$ cat config.mk
export PLATFORM = sky130hd
export DESIGN_NAME = pc_sequencer
export DESIGN_NICKNAME = d
export VERILOG_FILES = /design/src/rtl/pc_sequencer.sv
export SDC_FILE = /design/constraint.sdc
export NUM_CORES = 1
export LEC_CHECK = 0
export CAP_MARGIN = 20
export CORE_MARGIN = 4
export CORE_UTILIZATION = 40
export DETAILED_ROUTE_END_ITERATION = 10
export GPL_TIMING_DRIVEN = 0
export PLACE_DENSITY = 0.83
export SLEW_MARGIN = 20
export SYNTH_ARGS = -nofsm -noshare
export SYNTH_HDL_FRONTEND = slang
export SYNTH_SLANG_ARGS = --single-unit
$ cat constraint.sdc
create_clock -name clk -period 1.7 [get_ports clk]
set_input_delay 0.34 -clock clk [delete_from_list [all_inputs] [get_ports clk]]
set_output_delay 0.34 -clock clk [all_outputs]
set_load 0.02 [all_outputs]
$ cat src/rtl/pc_sequencer.sv
// pc_sequencer: control sequencer for the program-counter register.
// It arbitrates halt, taken-branch redirects, load-use hazard stalls and
// instruction-memory wait states. After a redirect it raises a pipeline
// flush that kills wrong-path instructions. It also keeps saturating
// stall and branch performance counters.
//
// Ports
//   clk, rst       rising-edge clock; asynchronous active-high reset
//   imem_ready     instruction memory accepts the current fetch
//   br_valid       execute stage resolved a branch this cycle
//   br_taken       resolved branch is taken (qualified by br_valid)
//   br_offset      signed byte offset of the taken branch
//   load_use       one-cycle load-use hazard pulse from decode
//   halt           halt request, sticky until reset
//   pc_stall       hold PC this cycle (combinational)
//   pc_jump        redirect PC this cycle (combinational)
//   pc_branch_amt  offset applied when pc_jump=1, else zero
//   flush          kill instructions in fetch/decode (combinational)
//   halted         controller is in HALT
//   stall_cnt      saturating count of cycles with pc_stall=1
//   br_cnt         saturating count of taken redirects
module pc_sequencer #(
  parameter int FLUSH_CYCLES = 2,
  parameter int STALL_CYCLES = 1,
  parameter int CNT_W        = 16
) (
  input  logic             clk,
  input  logic             rst,
  input  logic             imem_ready,
  input  logic             br_valid,
  input  logic             br_taken,
  input  logic [15:0]      br_offset,
  input  logic             load_use,
  input  logic             halt,
  output logic             pc_stall,
  output logic             pc_jump,
  output logic [15:0]      pc_branch_amt,
  output logic             flush,
  output logic             halted,
  output logic [CNT_W-1:0] stall_cnt,
  output logic [CNT_W-1:0] br_cnt
);

  typedef enum logic [1:0] {
    RUN   = 2'd0,
    STALL = 2'd1,
    FLUSH = 2'd2,
    HALT  = 2'd3
  } seqState_t;

  localparam logic [3:0] FLUSH_LOAD = 4'(FLUSH_CYCLES);
  localparam logic [3:0] STALL_LOAD = 4'(STALL_CYCLES - 1);

  seqState_t        state;
  seqState_t        stateNext;
  logic [3:0]       cnt;
  logic [3:0]       cntNext;
  logic             stallComb;
  logic             jumpComb;
  logic             flushComb;
  logic             brInc;
  logic             redirect;
  logic [CNT_W-1:0] stallCntR;
  logic [CNT_W-1:0] brCntR;

  // A redirect is only honoured while fetching on the right path and not halting.
  assign redirect = br_valid & br_taken & ((state == RUN) | (state == STALL)) & ~halt;

  // Next-state and PC-control decode, highest priority first: halt, redirect, load_use, imem wait.
  always_comb begin
    stateNext = state;
    cntNext   = cnt;
    stallComb = 1'b0;
    jumpComb  = 1'b0;
    flushComb = 1'b0;
    brInc     = 1'b0;
    case (state)
      RUN, STALL: begin
        if (halt) begin
          stallComb = 1'b1;
          stateNext = HALT;
        end else if (redirect) begin
          // The redirect wins over a pending stall or memory wait so the jump is never lost.
          jumpComb  = 1'b1;
          flushComb = 1'b1;
          brInc     = 1'b1;
          cntNext   = FLUSH_LOAD;
          stateNext = FLUSH;
        end else if (state == STALL) begin
          // load_use pulses arriving while already stalled are absorbed.
          stallComb = 1'b1;
          cntNext   = cnt - 4'd1;
          if (cnt == 4'd1) begin
            stateNext = RUN;
          end else begin
            stateNext = STALL;
          end
        end else if (load_use) begin
          // The pulse cycle itself is the first stall cycle.
          stallComb = 1'b1;
          if (STALL_CYCLES > 1) begin
            cntNext   = STALL_LOAD;
            stateNext = STALL;
          end else begin
            stateNext = RUN;
          end
        end else begin
          stallComb = ~imem_ready;
        end
      end
      FLUSH: begin
        flushComb = 1'b1;
        if (halt) begin
          stallComb = 1'b1;
          stateNext = HALT;
        end else if (imem_ready) begin
          // Only accepted fetches retire a wrong-path slot.
          stallComb = 1'b0;
          cntNext   = cnt - 4'd1;
          if (cnt == 4'd1) begin
            stateNext = RUN;
          end else begin
            stateNext = FLUSH;
          end
        end else begin
          stallComb = 1'b1;
        end
      end
      HALT: begin
        stallComb = 1'b1;
        stateNext = HALT;
      end
      default: begin
        stallComb = 1'b1;
        cntNext   = 4'd0;
        stateNext = RUN;
      end
    endcase
  end

  // State and down-counter register.
  always_ff @(posedge clk or posedge rst) begin
    if (rst) begin
      state <= RUN;
      cnt   <= 4'd0;
    end else begin
      state <= stateNext;
      cnt   <= cntNext;
    end
  end

  // Saturating performance counters.
  always_ff @(posedge clk or posedge rst) begin
    if (rst) begin
      stallCntR <= {CNT_W{1'b0}};
      brCntR    <= {CNT_W{1'b0}};
    end else begin
      if (stallComb && (stallCntR != {CNT_W{1'b1}})) begin
        stallCntR <= stallCntR + CNT_W'(1);
      end else begin
        stallCntR <= stallCntR;
      end
      if (brInc && (brCntR != {CNT_W{1'b1}})) begin
        brCntR <= brCntR + CNT_W'(1);
      end else begin
        brCntR <= brCntR;
      end
    end
  end

  // While reset is asserted the PC is held and no redirect or flush escapes.
  assign pc_stall      = rst | stallComb;
  assign pc_jump       = ~rst & jumpComb;
  assign flush         = ~rst & flushComb;
  assign halted        = ~rst & (state == HALT);
  assign pc_branch_amt = pc_jump ? br_offset : 16'd0;
  assign stall_cnt     = stallCntR;
  assign br_cnt        = brCntR;

endmodule

; After elaboration in Yosys (flattened, before gate mapping)
; Cells that the tools add are included.
[classes]
add_sub_neg = 3
n_eq_ne = 12
muxes = 27
bitwise_logic = 11
n_reduce_logical = 7
[ops]
columns = operator, n
row1 = $add 16x1->16 const B, 2
row2 = $ne 16x16->1 const B, 2
row3 = $mux 4, 5
row4 = $mux 16, 1
row5 = $mux 2, 7
row6 = $mux 1, 10
row7 = $pmux 4 s2, 1
row8 = $and 1x1->1, 6
row9 = $ne 2x2->1 const B, 3
row10 = $ne 3x3->1 const B, 2
row11 = $pmux 2 s3, 1
row12 = $ne 5x5->1 const B, 1
row13 = $reduce_and 5->1, 1
row14 = $eq 2x2->1 const B, 2
row15 = $eq 4x1->1 const B, 1
row16 = $sub 4x1->4 const B, 1
row17 = $not 1->1, 3
row18 = $pmux 1 s3, 1
row19 = $eq 2x1->1 const B, 1
row20 = $logic_and 1x1->1, 2
row21 = $logic_not 2->1, 1
row22 = $or 1x1->1, 2
row23 = $pmux 1 s2, 1
row24 = $reduce_and 2->1, 1
row25 = 2 further kinds, 2
[totals]
register_bits = 38
inputBits = 23
output_inout_bits = 52
elab_cells = 64

; Logic depth before layout (Yosys ltp)
[depth]
ltp_word = 9
mapped_depth = 7
mapped_depth_nobuf = 6

; Least setup slack after synthesis
; Ideal clock, no wire load.
[synth_path]
path_kind = register -> output
startpoint = register state[1]
endpoint = output port pc_branch_amt[10]
arrival_ps = 1617
required_time_ps = 1360
setup_slack_ps = -257
stages_incl_launch_ff = 6
path_buffers = 2
cell_sequence = dfrtp_1 buf_6 nand4bb_4 nor2_1 clkbuf_1 and2_1
[synth_between]
elab_chain_cells = 9
word_cells_on_any_way = 11
cone_classes = eq/ne (1) / mux (4) / bitwise (4) / reduce/logical (2)
[synth_rtl]
columns = element, line_no
row1 = start: declaration, 54  ; seqState_t state;
row2 = start signal: assignment, 147  ; state <= stateNext;
row3 = $eq 2x1->1 or $logic_not 2->1 (tied branches), "67, 77"
row4 = $or 1x1->1, 67  ; assign redirect = br_valid & br_taken & ((state == RUN) | (state == STALL)) & ~halt;
row5 = $and 1x1->1 (2 in series), 67
row6 = $mux 1, 82  ; end else if (redirect) begin
row7 = $mux 1, 79  ; if (halt) begin
row8 = $mux 1 (*), 77  ; case (state)
row9 = $and 1x1->1 (*), 173  ; assign pc_jump = ~rst & jumpComb;
row10 = via pc_jump, 36  ; output logic pc_jump,
row11 = $mux 16 (*), 176  ; assign pc_branch_amt = pc_jump ? br_offset : 16'd0;
row12 = end: declaration, 37  ; output logic [15:0] pc_branch_amt,
; Mark *: on every way through the listed nets, which the timed path passes. The rest lies on a longest branch.

; Final worst setup path
[layout_path]
startpoint = register state[1]
endpoint = output port pc_branch_amt[2]
[layout_between]
elab_chain_cells = 9
word_cells_on_any_way = 11
cone_classes = eq/ne (1) / mux (4) / bitwise (4) / reduce/logical (2)
[layout_rtl]
columns = element, line_no
row1 = $eq 2x1->1 or $logic_not 2->1 (tied branches), "67, 77"
row2 = $or 1x1->1, 67
row3 = $and 1x1->1 (2 in series), 67
row4 = $mux 1, 82
row5 = $mux 1, 79
row6 = $mux 1 (*), 77
row7 = $and 1x1->1 (*), 173
row8 = $mux 16 (*), 176
; Mark *: on every way between the ends. The rest lies on a longest branch, timed or not.

==> reports/qor.tcl <==
set qor(outcome) {complete, but fails checks}
set qor(violations) {negative setup slack}
set qor(finish.net_count) 328
set qor(cp_slowest_cell) {sky130_fd_sc_hd__dfrtp_2}
set qor(pre_cts_slack_ps) -1390
set qor(grt_max_degree) 21
set qor(totalNegativeSetupSlack_ps) -2660
set qor(mappedNetlistNets) 224
set qor(place.detailed.hpwl_mm) 3.67
set qor(timing.max_cap.violations) 0
set qor(ff2ff_setup_slack_ps) -90
set qor(yosys.area_share.simple) 0.295
set qor(synth-xor-area-share) 0.139
set qor(clock_transition_at_the_registers_of_the_reported_paths_ps) 70
set qor(drt_pass1_iterations) 4
set qor(synthesized_area_per_cell_um2) 10.5
set qor(synth.area.mux_share) 0.0109
set qor(post_synthesis_adder_cell_area_fraction) 0.0242
set qor(setup.worst_path.end_class) {output pin}
set qor(grt_pass1_wl_mm) 8.85
set qor(drt_iter0_drc) 61
set qor(report.power.total_mw) 2.93
set qor(worst_skew_pair.late_latency_ps) 290
set qor(io_pins) 75
set qor(postRouteAntennaNets) 0
set qor(report.final.slew_viol_count) 0
set qor(maxSlewHeadroom) 0.411
set qor(post_synth_inst_count) 197
set qor(start_util) 0.424
set qor(fin_skew_ps) 6.94
set qor(finalCritPeriodShare) 1.09
set qor(std_cell_rows) 25
set qor(layout-area-overhead-vs-synth_pct) 66.1
set qor(kind_of_start_point_of_the_critical_path) {flop}
set qor(share_of_final_layout_standard_cells_stronger_than_drive_strength_1) 0.377
set qor(remaining_overflow_grt) 0
set qor(synth.yosys.seq_area_share) 0.459
set qor(netlist.area_leader.share) 0.459
set qor(clock_tree_from_tritoncts) {built}
set qor(gpl.final_weighted_congestion) 0.856
set qor(synth_top_family_by_area) {simple AND/OR/NAND/NOR gates}
set qor(h-tree-depth) 2
set qor(cts_buffer_depth) 2
set qor(cpPeakStageDelay_ps) 440
set qor(layoutNonFillerInstCount) 369
set qor(via_density_per_instance) 4.91
set qor(port_buffers) 74
set qor(stdcell_area_um2) 3440
set qor(wl_per_cell_um) 15.0
set qor(synth_largest_area_cell) {sky130_fd_sc_hd__dfrtp_1}
set qor(synth.ff_latch_count) 38
set qor(ir_worst_vdd_v) 0.000722
set qor(first_global_vias) 1804
set qor(cts.sinks) 38
set qor(finish.utilization) 0.705
set qor(vias) 1812
set qor(fin_hold_ws_ps) 292
set qor(critical_path.reg2reg.startpoint) {state[1]}
set qor(detail_route.drc_violations) 0
set qor(critPathLaunch) {state[1]}
set qor(critPathArrivalTime_ps) 1520
set qor(leakagePower_nw) 1.62
set qor(critical_path_required_ps) 1360
set qor(gr-usage-all-layers) 0.177
set qor(setup_viol_count_final) 25
set qor(worstMarginPinSlew_ps) 879
set qor(crit_path_cell_trace) {nand4bb_4, nor2_4, buf_6, and2_4, buf_6}
set qor(numCtsBuffers) 5
set qor(ys.warnings.count) 0
set qor(critical_path_class) {flop to output pin}
set qor(class_of_the_tightest_hold_or_removal_check) {input port to async pin}
set qor(synth_area_um2) 2070
set qor(fmaxAchievable_mhz) 539
set qor(finalWorstSetupSlack_ps) -156
set qor(worst-path-max-fanout) 7
set qor(die_h_um) 80.0
set qor(finalWirelength_mm) 5.55
set qor(critical_path.reg2reg.endpoint) {br_cnt[1]}
set qor(share_of_the_synthesized_area_in_compound_gates_ao_oa_aoi_oai) 0.0459
set qor(insertedDiodeCount) 0
set qor(chipWidth_um) 80.0
set qor(ff2ff_path_depth) 6
set qor(synth_top_cells_by_area) {sky130_fd_sc_hd__dfrtp_1 46%, sky130_fd_sc_hd__xor2_1 7.2%, sky130_fd_sc_hd__xnor2_1 5.9%}
set qor(final-hold-violation-count) 0
set qor(coreArea_um2) 4880
set qor(antenna_found_initial) 0
set qor(ys_types) 42
set qor(placed_cell_area_um2) 2930
set qor(p_per_cell_area_nw_per_um2) 851
set qor(unrepaired_setup_endpoints_after_global_routing) {yes}
set qor(cts-root-buf) {sky130_fd_sc_hd__clkbuf_8}
set qor(critPathMostFrequentCell) {sky130_fd_sc_hd__buf_6}
set qor(die-area_um2) 6390
set qor(dpl.cell_count) 338
set qor(final_period_minus_worst_setup_slack_ps) 1860
[how the worst max path moves through the flow]
stage,end,slack (ps)
finish,pc_branch_amt[2],-160
global route,pc_branch_amt[4],-240
CTS,pc_branch_amt[7],-250
detailed placement,halted,-1390
global placement,halted,-1360
floorplan,pc_branch_amt[10],-10
[cell usage after synthesis (all sizes together)]
cell     instances
dfrtp           38
and2            18
nand2           18
nor2            18
xor2            17
xnor2           15
nand4           12
nor3            10
inv              9
nand3            9
ha               4
a21oi            3
nor4             3
buf              2
mux2             2
o21ai            2
a221oi           1
a22o             1
a22oi            1
a31oi            1
and3             1
and4             1
clkbuf           1
nand2b           1
nand4bb          1
nor2b            1
nor4b            1
o22ai            1
o311ai           1
or2              1
or2b             1
or4              1
or4b             1
[flip-flops by register name, summed over array words and instances (netlist names)]
signal     count
br_cnt        16
cnt            4
stall_cnt     16
state          2
[report_power, final]
part           internal, mW  switching (mW)
Combinational         0.401           0.465
Sequential             1.07           0.252
Clock                 0.439           0.304
Total                  1.91            1.02
[critical path, delay by kind of cell (launching register included)]
family / cells / cell delay (ps)
buf+inv: 2 / 250
simple gates: 3 / 540
flops: 1 / 440
[what timing repair did]
action / 4_1_cts / 5_1_grt
gates resized for setup: 166 / 41
endpoints found under the setup margin: 43 / 57
pin swaps: 23 / 13
hold buffers: 0 / 0
cloned: 3 / 0
setup buffers: 8 / 13
[layout make-up]
class                   instances  area [µm²]
fillers                       360        1440
repair buffers                 96         958
plain buffers                   2        26.3
multi-input cells             147        1260
clock inverters                 1        30.0
flip-flops and latches         38         957
inverters                       9        37.5
clock buffers                   7        76.3
repair inverters                2        10.0
well taps                      67        83.8
[placed cells by master (no fill, tap or decap), drive strengths merged, types with 2 or more instances in the layout]
cell type and instances:
buf 43, dfrtp 38, clkdlybuf4s50 23, dlygate4sd2 19, and2 18, nand2 18
nor2 18, xor2 17, xnor2 15, dlymetal6s2s 12, nand4 12, nor3 10
nand3 9, inv 8, clkbuf 7, ha 4, nor4 3, clkinvlp 3
a21oi 3, o21ai 2, mux2 2
[cells by family after synthesis]
logic type | after synthesis
AO/OA/AOI/OAI | 11
XOR/XNOR | 32
adder cells (fa/ha/maj) | 4
buffers and inverters | 12
flip-flops | 38
multiplexers | 2
AND/OR/NAND/NOR | 98
[per-layer routing]
| metal | up-vias | GRT usage | wire length [µm] |
|---|---|---|---|
| li1 | 877 | - | - |
| met1 | 889 | 0.220 | 2320 |
| met2 | 35 | 0.302 | 2980 |
| met3 | 11 | 0.0418 | 172 |
| met4 | 0 | 0.0574 | 84 |
| met5 | - | 0 | 0 |
Note: power is estimated with default switching activity, not from simulation.
==> RTL change 1, RTL diff (config.mk and constraints unchanged) <==
Re-encode `seqState_t` (4 states) as one-hot, 4 bits wide.
--- a/src/rtl/pc_sequencer.sv
+++ b/src/rtl/pc_sequencer.sv
@@ -43,7 +43,7 @@
 
-  typedef enum logic [1:0] {
-    RUN   = 2'd0,
-    STALL = 2'd1,
-    FLUSH = 2'd2,
-    HALT  = 2'd3
+  typedef enum logic [3:0] {
+    RUN   = 4'b0001,
+    STALL = 4'b0010,
+    FLUSH = 4'b0100,
+    HALT  = 4'b1000
   } seqState_t;
Formal check against the unedited RTL: same outputs for any inputs over 10 cycles, from zero or initial values and one cycle with rst high; not proved beyond that.
==> RTL change 1 against the unedited design <==
The flow still finishes with violations (setup timing). Wire length grew 20%. Worst setup slack lost 460 ps. Cell area grew 14%. Sequential cell count grew 2. Critical path type unchanged. Via count grew 20%. Area after synthesis grew 11%. Global-route usage grew 1.2 points. Critical endpoint is now pc_stall.
Power is not compared: it rests on default switching activity, and its combinational part moved more than twofold at a synthesized area within 25%.
==> RTL change 1: results (changes against the unedited design) <==
| Metric | Value |
|---|---|
| Detail Placement HPWL | `4410 um (+20%)` |
| Violated checks | `setup timing` |
| Outcome | `finished with violations` |
| Clock skew | `9.62 ps (+2.68 ps)` |
| Xor/xnor share of the synthesized area | `11.8% (-2.1 points)` |
| Routability Congestion | `0.809 (-5.5%)` |
| Pin count of the biggest net entering global routing | `27 (+29%)` |
| Setup violators final | `58 (+130%)` |
| Worst r2r src | `state[0]` |
| Post-Syn Nets | `260 (+16%)` |
| Placed cell areas | `3280 sq um (+12%)` |
| Fillers | `424 (+18%)` |
| Fin nets | `370 (+13%)` |
| First-pass GRT wire length | `11000 um (+24%)` |
| Gr usage total | `19.0% (+1.2 points)` |
| Most common library cells after synthesis | `dfrtp_1, xnor2_1, nand2_1` |
| Setup ws final | `-618 ps (-462 ps)` |
| Max stage delay on crit path | `390 ps (-50 ps)` |
| Drt via density | `5.22 (+6.3%)` |
| Max-slew headroom | `60.9% (+20 points)` |
| Worst path arrival time | `1980 ps (+460 ps)` |
| DP Worst Slack | `-1240 ps (+143 ps)` |
| Worst R2R End | `br_cnt[15]` |
| Worst reg-to-reg path cell count | `8 (+2)` |
| Worst hold path class | `primary input to flop` |
| Complex-gate fraction of the synthesized area | `7.06% (+2.5 points)` |
| Yosys cell types | `49 (+17%)` |
| Cells after DPL | `380 (+12%)` |
| Crit path max-delay cell type | `dfstp_2` |
| Mean Syn Cell Area | `9.89 sq um (-5.9%)` |
| Synth area leaders | `dfrtp_1, xnor2_1, and2_1, nand3_1, nand2_1` |
| Multiplexer share of the synthesized area | `1.90% (+0.81 points)` |
| Layout cell share with drive strength beyond 1 | `40.1% (+2.4 points)` |
| Synth Warn # | `0 (unchanged)` |
| Routed wire length | `6650 um (+20%)` |
| Finished Layout Cells | `416 (+13%)` |
| Post-synthesis sequential area ratio | `43.5% (-2.4 points)` |
| Adder-Cell Fraction of Synth Area | `2.17% (-0.24 points)` |
| CP max FO | `3 (-4)` |
| DRT iter0 DRCs | `63 (+3.3%)` |
| Initial antenna violation count | `0 (unchanged)` |
| Clk_lat worst skew | `290 ps (about the same)` |
| R2r setup slk | `-530 ps (-440 ps)` |
## RTL change 1: tightest hold or removal path, cell delays in order
cell and delay, ps:
clkbuf_2 210, a211oi_4 50, o21ai_1 100, o21ai_1 80
## RTL change 1: cells by family after synthesis
group           Yosys count
buf+inv                  12
compound gates           25
mux                       4
fa+ha+maj                 4
simple gates            119
xor+xnor                 29
flops                    40
## RTL change 1: power groups by stage
| stage | Sequential (uW) | Combinational, uW | Clock [uW] |
|---|---|---|---|
| final | 1400 | 2130 | 653 |
| after detailed placement | 1410 | 1600 | 0 |
| after global routing | 1450 | 2290 | 717 |
| after floorplan | 1520 | 908 | 0 |
| after global placement | 1400 | 1530 | 0 |
| after CTS | 1410 | 2040 | 675 |
## RTL change 1: how the worst max path moves through the flow
stage / slack, ps / from / to
6_report: -620 / state[0] / pc_stall
3_3_place_gp: -1190 / halt / pc_branch_amt[11]
2_1_floorplan: -160 / state[0] / pc_branch_amt[10]
4_1_cts: -610 / state[0] / pc_stall
5_1_grt: -670 / state[0] / pc_stall
3_5_place_dp: -1240 / halt / pc_branch_amt[10]
## RTL change 1: layer usage
| metal | vias to the layer above | global-route usage (%) | routed length (um) |
|---|---|---|---|
| li1 | 1038 | - | - |
| met3 | 6 | 3.95 | 372 |
| met5 | - | 0 | 0 |
| met2 | 72 | 34.6 | 3470 |
| met4 | 0 | 4.24 | 46 |
| met1 | 1056 | 22.8 | 2760 |
## RTL change 1: final cells by class
class                      count  area, sq um  share of cell area (%)
inverter                       4         15.0                   0.382
tap                           72         90.1                    2.29
timing repair buffer         103         1090                    27.8
sequential                    40         1010                    25.7
buffer                         8         77.6                    1.97
multi-input combinational    181         1560                    39.6
clock buffer                   8         90.1                    2.29
## RTL change 1: stage by stage
| step | TNS, ps | hold slack [ps] |
|---|---|---|
| floorplan | -2860 | 493 |
| finish | -21890 | 491 |
| global route | -26560 | 484 |
| detailed placement | -41450 | 487 |
| CTS | -19240 | 495 |
| global placement | -65160 | 475 |
## RTL change 1: repair_timing
item                       4_1_cts  5_1_grt
setup endpoints to repair       66       71
gates cloned                     1        0
buffers inserted                25        7
resized for setup              186       36
pin swaps                       29       20
==> RTL change 2, RTL diff (same flow settings) <==
Made on the original files. `CNT_W`: 16 -> 24.
--- a/src/rtl/pc_sequencer.sv
+++ b/src/rtl/pc_sequencer.sv
@@ -24,3 +24,3 @@
   parameter int STALL_CYCLES = 1,
-  parameter int CNT_W        = 16
+  parameter int CNT_W        = 24
 ) (
Ports: changed (resized br_cnt and stall_cnt); port bits go from 75 to 91. The function was not compared with the original's and may differ.
==> RTL change 2 against the unedited design <==
The run still ends with setup timing left. Critical path depth up 1. Sequential power grew 15%. Final cell count increased by 37%. Sequential share of layout area is 0.58 points lower. Wire length rose by 70%. Global-route usage is 2.0 points higher. Worst hold slack better by 70 ps. Non-clock buffer count grew 64. Area after synthesis is 33% higher. Sequential cell count grew 16. Clock power barely moved. Worst setup slack lost 210 ps. Cell area is 47% higher. Total power up 0.33%. Largest cell class unchanged.
==> RTL change 2: results (changes against the unedited design) <==
| Metric | Value |
|---|---|
| Max stage delay on crit path | `410 ps (-30 ps)` |
| WL met3 | `460 um (+170%)` |
| Detail Placement HPWL | `4930 um (+34%)` |
| Detailed Routing Iterations Pass 1 | `6 (+2)` |
| Complex-gate fraction of the synthesized area | `4.68% (+0.092 points)` |
| Clk_lat worst skew | `310 ps (+20 ps)` |
| Initial antenna violation count | `0 (unchanged)` |
| P_sw | `914 uW (-10%)` |
| Multiplexer share of the synthesized area | `1.64% (+0.55 points)` |
| Clock skew | `9.50 ps (+2.57 ps)` |
| Worst Tran Pin Value | `504 ps (-375 ps)` |
| Setup ws final | `-368 ps (-212 ps)` |
| Leak Pwr | `0.00254 uW (+57%)` |
| CP max FO | `5 (-2)` |
| Post-synth ARST share | `100% (unchanged)` |
| Peak supply drop | `0.000600 V (-17%)` |
| Layout cell share with drive strength beyond 1 | `46.3% (+8.5 points)` |
| DRT iter0 DRCs | `141 (+130%)` |
| Combinational power share | `22.9% (-6.7 points)` |
| Post-synthesis sequential area ratio | `49.1% (+3.2 points)` |
| Post-Syn Nets | `294 (+31%)` |
| Most common library cells after synthesis | `dfrtp_1, xnor2_1, and3_1` |
| Worst hold path class | `primary input to asynchronous set/reset pin` |
| CTS root buf | `clkbuf_8` |
| Xor/xnor share of the synthesized area | `14.6% (+0.75 points)` |
| Routability Congestion | `0.780 (-8.9%)` |
| Setup violators final | `57 (+130%)` |
| Synth area leaders | `dfrtp_1, xnor2_1, and3_1, xor2_1, nand3_1` |
| Yosys cell types | `36 (-14%)` |
| First-pass GRT wire length | `13400 um (+52%)` |
| Fin nets | `456 (+39%)` |
| Adder-Cell Fraction of Synth Area | `1.82% (-0.60 points)` |
| Gr usage total | `19.7% (+2.0 points)` |
| Violated checks | `setup timing` |
| Routed vias | `2747 (+52%)` |
| IO Port Bufs | `90 (+22%)` |
| Wl on met1 | `3990 um (+72%)` |
| Pin count of the biggest net entering global routing | `32 (+52%)` |
| Crit path max-delay cell type | `dfrtp_1` |
| Outcome | `finished with violations` |
| Delay-heaviest family, CP | `buffers and inverters` |
| DP Worst Slack | `-1120 ps (+261 ps)` |
| Clk slew on worst S/H paths | `100 ps (+30 ps)` |
| Ratio of final minimum period to clock period | `122% (+12 points)` |
| Drt wl/cell | `18.6 um (+24%)` |
| Placed cell areas | `3910 sq um (+34%)` |
| Worst path arrival time | `1730 ps (+210 ps)` |
| DR WL met2 | `4800 um (+61%)` |
-- RTL change 2: cell count changes in the layout (fill, tap and decap cells not counted), moves of 5 or more --
| cell | delta |
|---|---|
| buf_4 | +34 |
| and2_4 | -16 |
| nand3_2 | +5 |
| nand3_1 | +7 |
| dlygate4sd2_1 | +7 |
| and3_1 | +8 |
| and3_4 | +15 |
| xnor2_1 | +16 |
| dfrtp_2 | +17 |
| dlymetal6s2s_1 | +9 |
-- RTL change 2: final timing paths --
check | startpoint | end | slack [ps] | cells past startpoint
worst max-delay path | state[1] | pc_branch_amt[11] | -370 | 6
worst min-delay path | rst | stall_cnt[11] | 360 | 3
worst max register to register | state[1] | br_cnt[16] | -290 | 8
worst min register to register | stall_cnt[13] | stall_cnt[13] | 500 | 1
max in group asynchronous | rst | stall_cnt[19] | 1040 | 3
min in group clk | stall_cnt[13] | stall_cnt[13] | 500 | 1
-- RTL change 2: metal layers --
metal / up-vias / global-route usage [%]
li1: 1273 / -
met1: 1352 / 25.2
met2: 106 / 34.7
met3: 16 / 4.13
met4: 0 / 3.77
met5: - / 0
-- RTL change 2: logic make-up (layout without fill, tap and decap cells) --
group,count (synthesis),in the layout
AO/OA/AOI/OAI,17,17
XOR/XNOR,46,46
adder cells (fa/ha/maj),4,4
buffers and inverters,16,179
flip-flops,54,54
multiplexers,4,4
AND/OR/NAND/NOR,126,126
-- RTL change 2: area by class of cell --
type	instances	area [sq um]
inverters	9	36.3
fillers	386	1440
multi-input cells	197	1830
flip-flops and latches	54	1380
clock buffers	5	68.8
well taps	77	96.3
plain buffers	6	105
clock inverters	3	23.8
repair buffers	156	1520
-- RTL change 2: worst register-to-register path, cell delays in order, from the launching register on --
cell and delay (ps):
dfrtp_1 410, clkbuf_8 140, and4bb_2 330, buf_6 130, buf_6 100, nand3_4 60, nor4_4 350, nand3_1 170
xnor2_1 230
-- RTL change 2: through the flow --
stage / utilization, % / TNS [ps] / std cells
2_1_floorplan: - / -347 / 267
3_3_place_gp: 60.2 / -38750 / 434
4_1_cts: 70.4 / -6840 / 478
3_5_place_dp: 60.2 / -40400 / 434
6_report: 77.9 / -9830 / 507
5_1_grt: 77.9 / -14700 / 507
-- RTL change 2: repair_timing --
item                                    CTS  global route
endpoints found under the setup margin   92            89
pin swaps                                28            31
gates resized for setup                 195            74
buffers inserted                         31            30
gates cloned                              5             0
-- RTL change 2: power by group through the flow --
stage / logic (uW) / registers [uW] / clock network, uW
6_report: 673 / 1520 / 742
5_1_grt: 730 / 1540 / 829
4_1_cts: 615 / 1520 / 758
3_5_place_dp: 587 / 1550 / 0
3_3_place_gp: 574 / 1550 / 0
2_1_floorplan: 209 / 1640 / 0
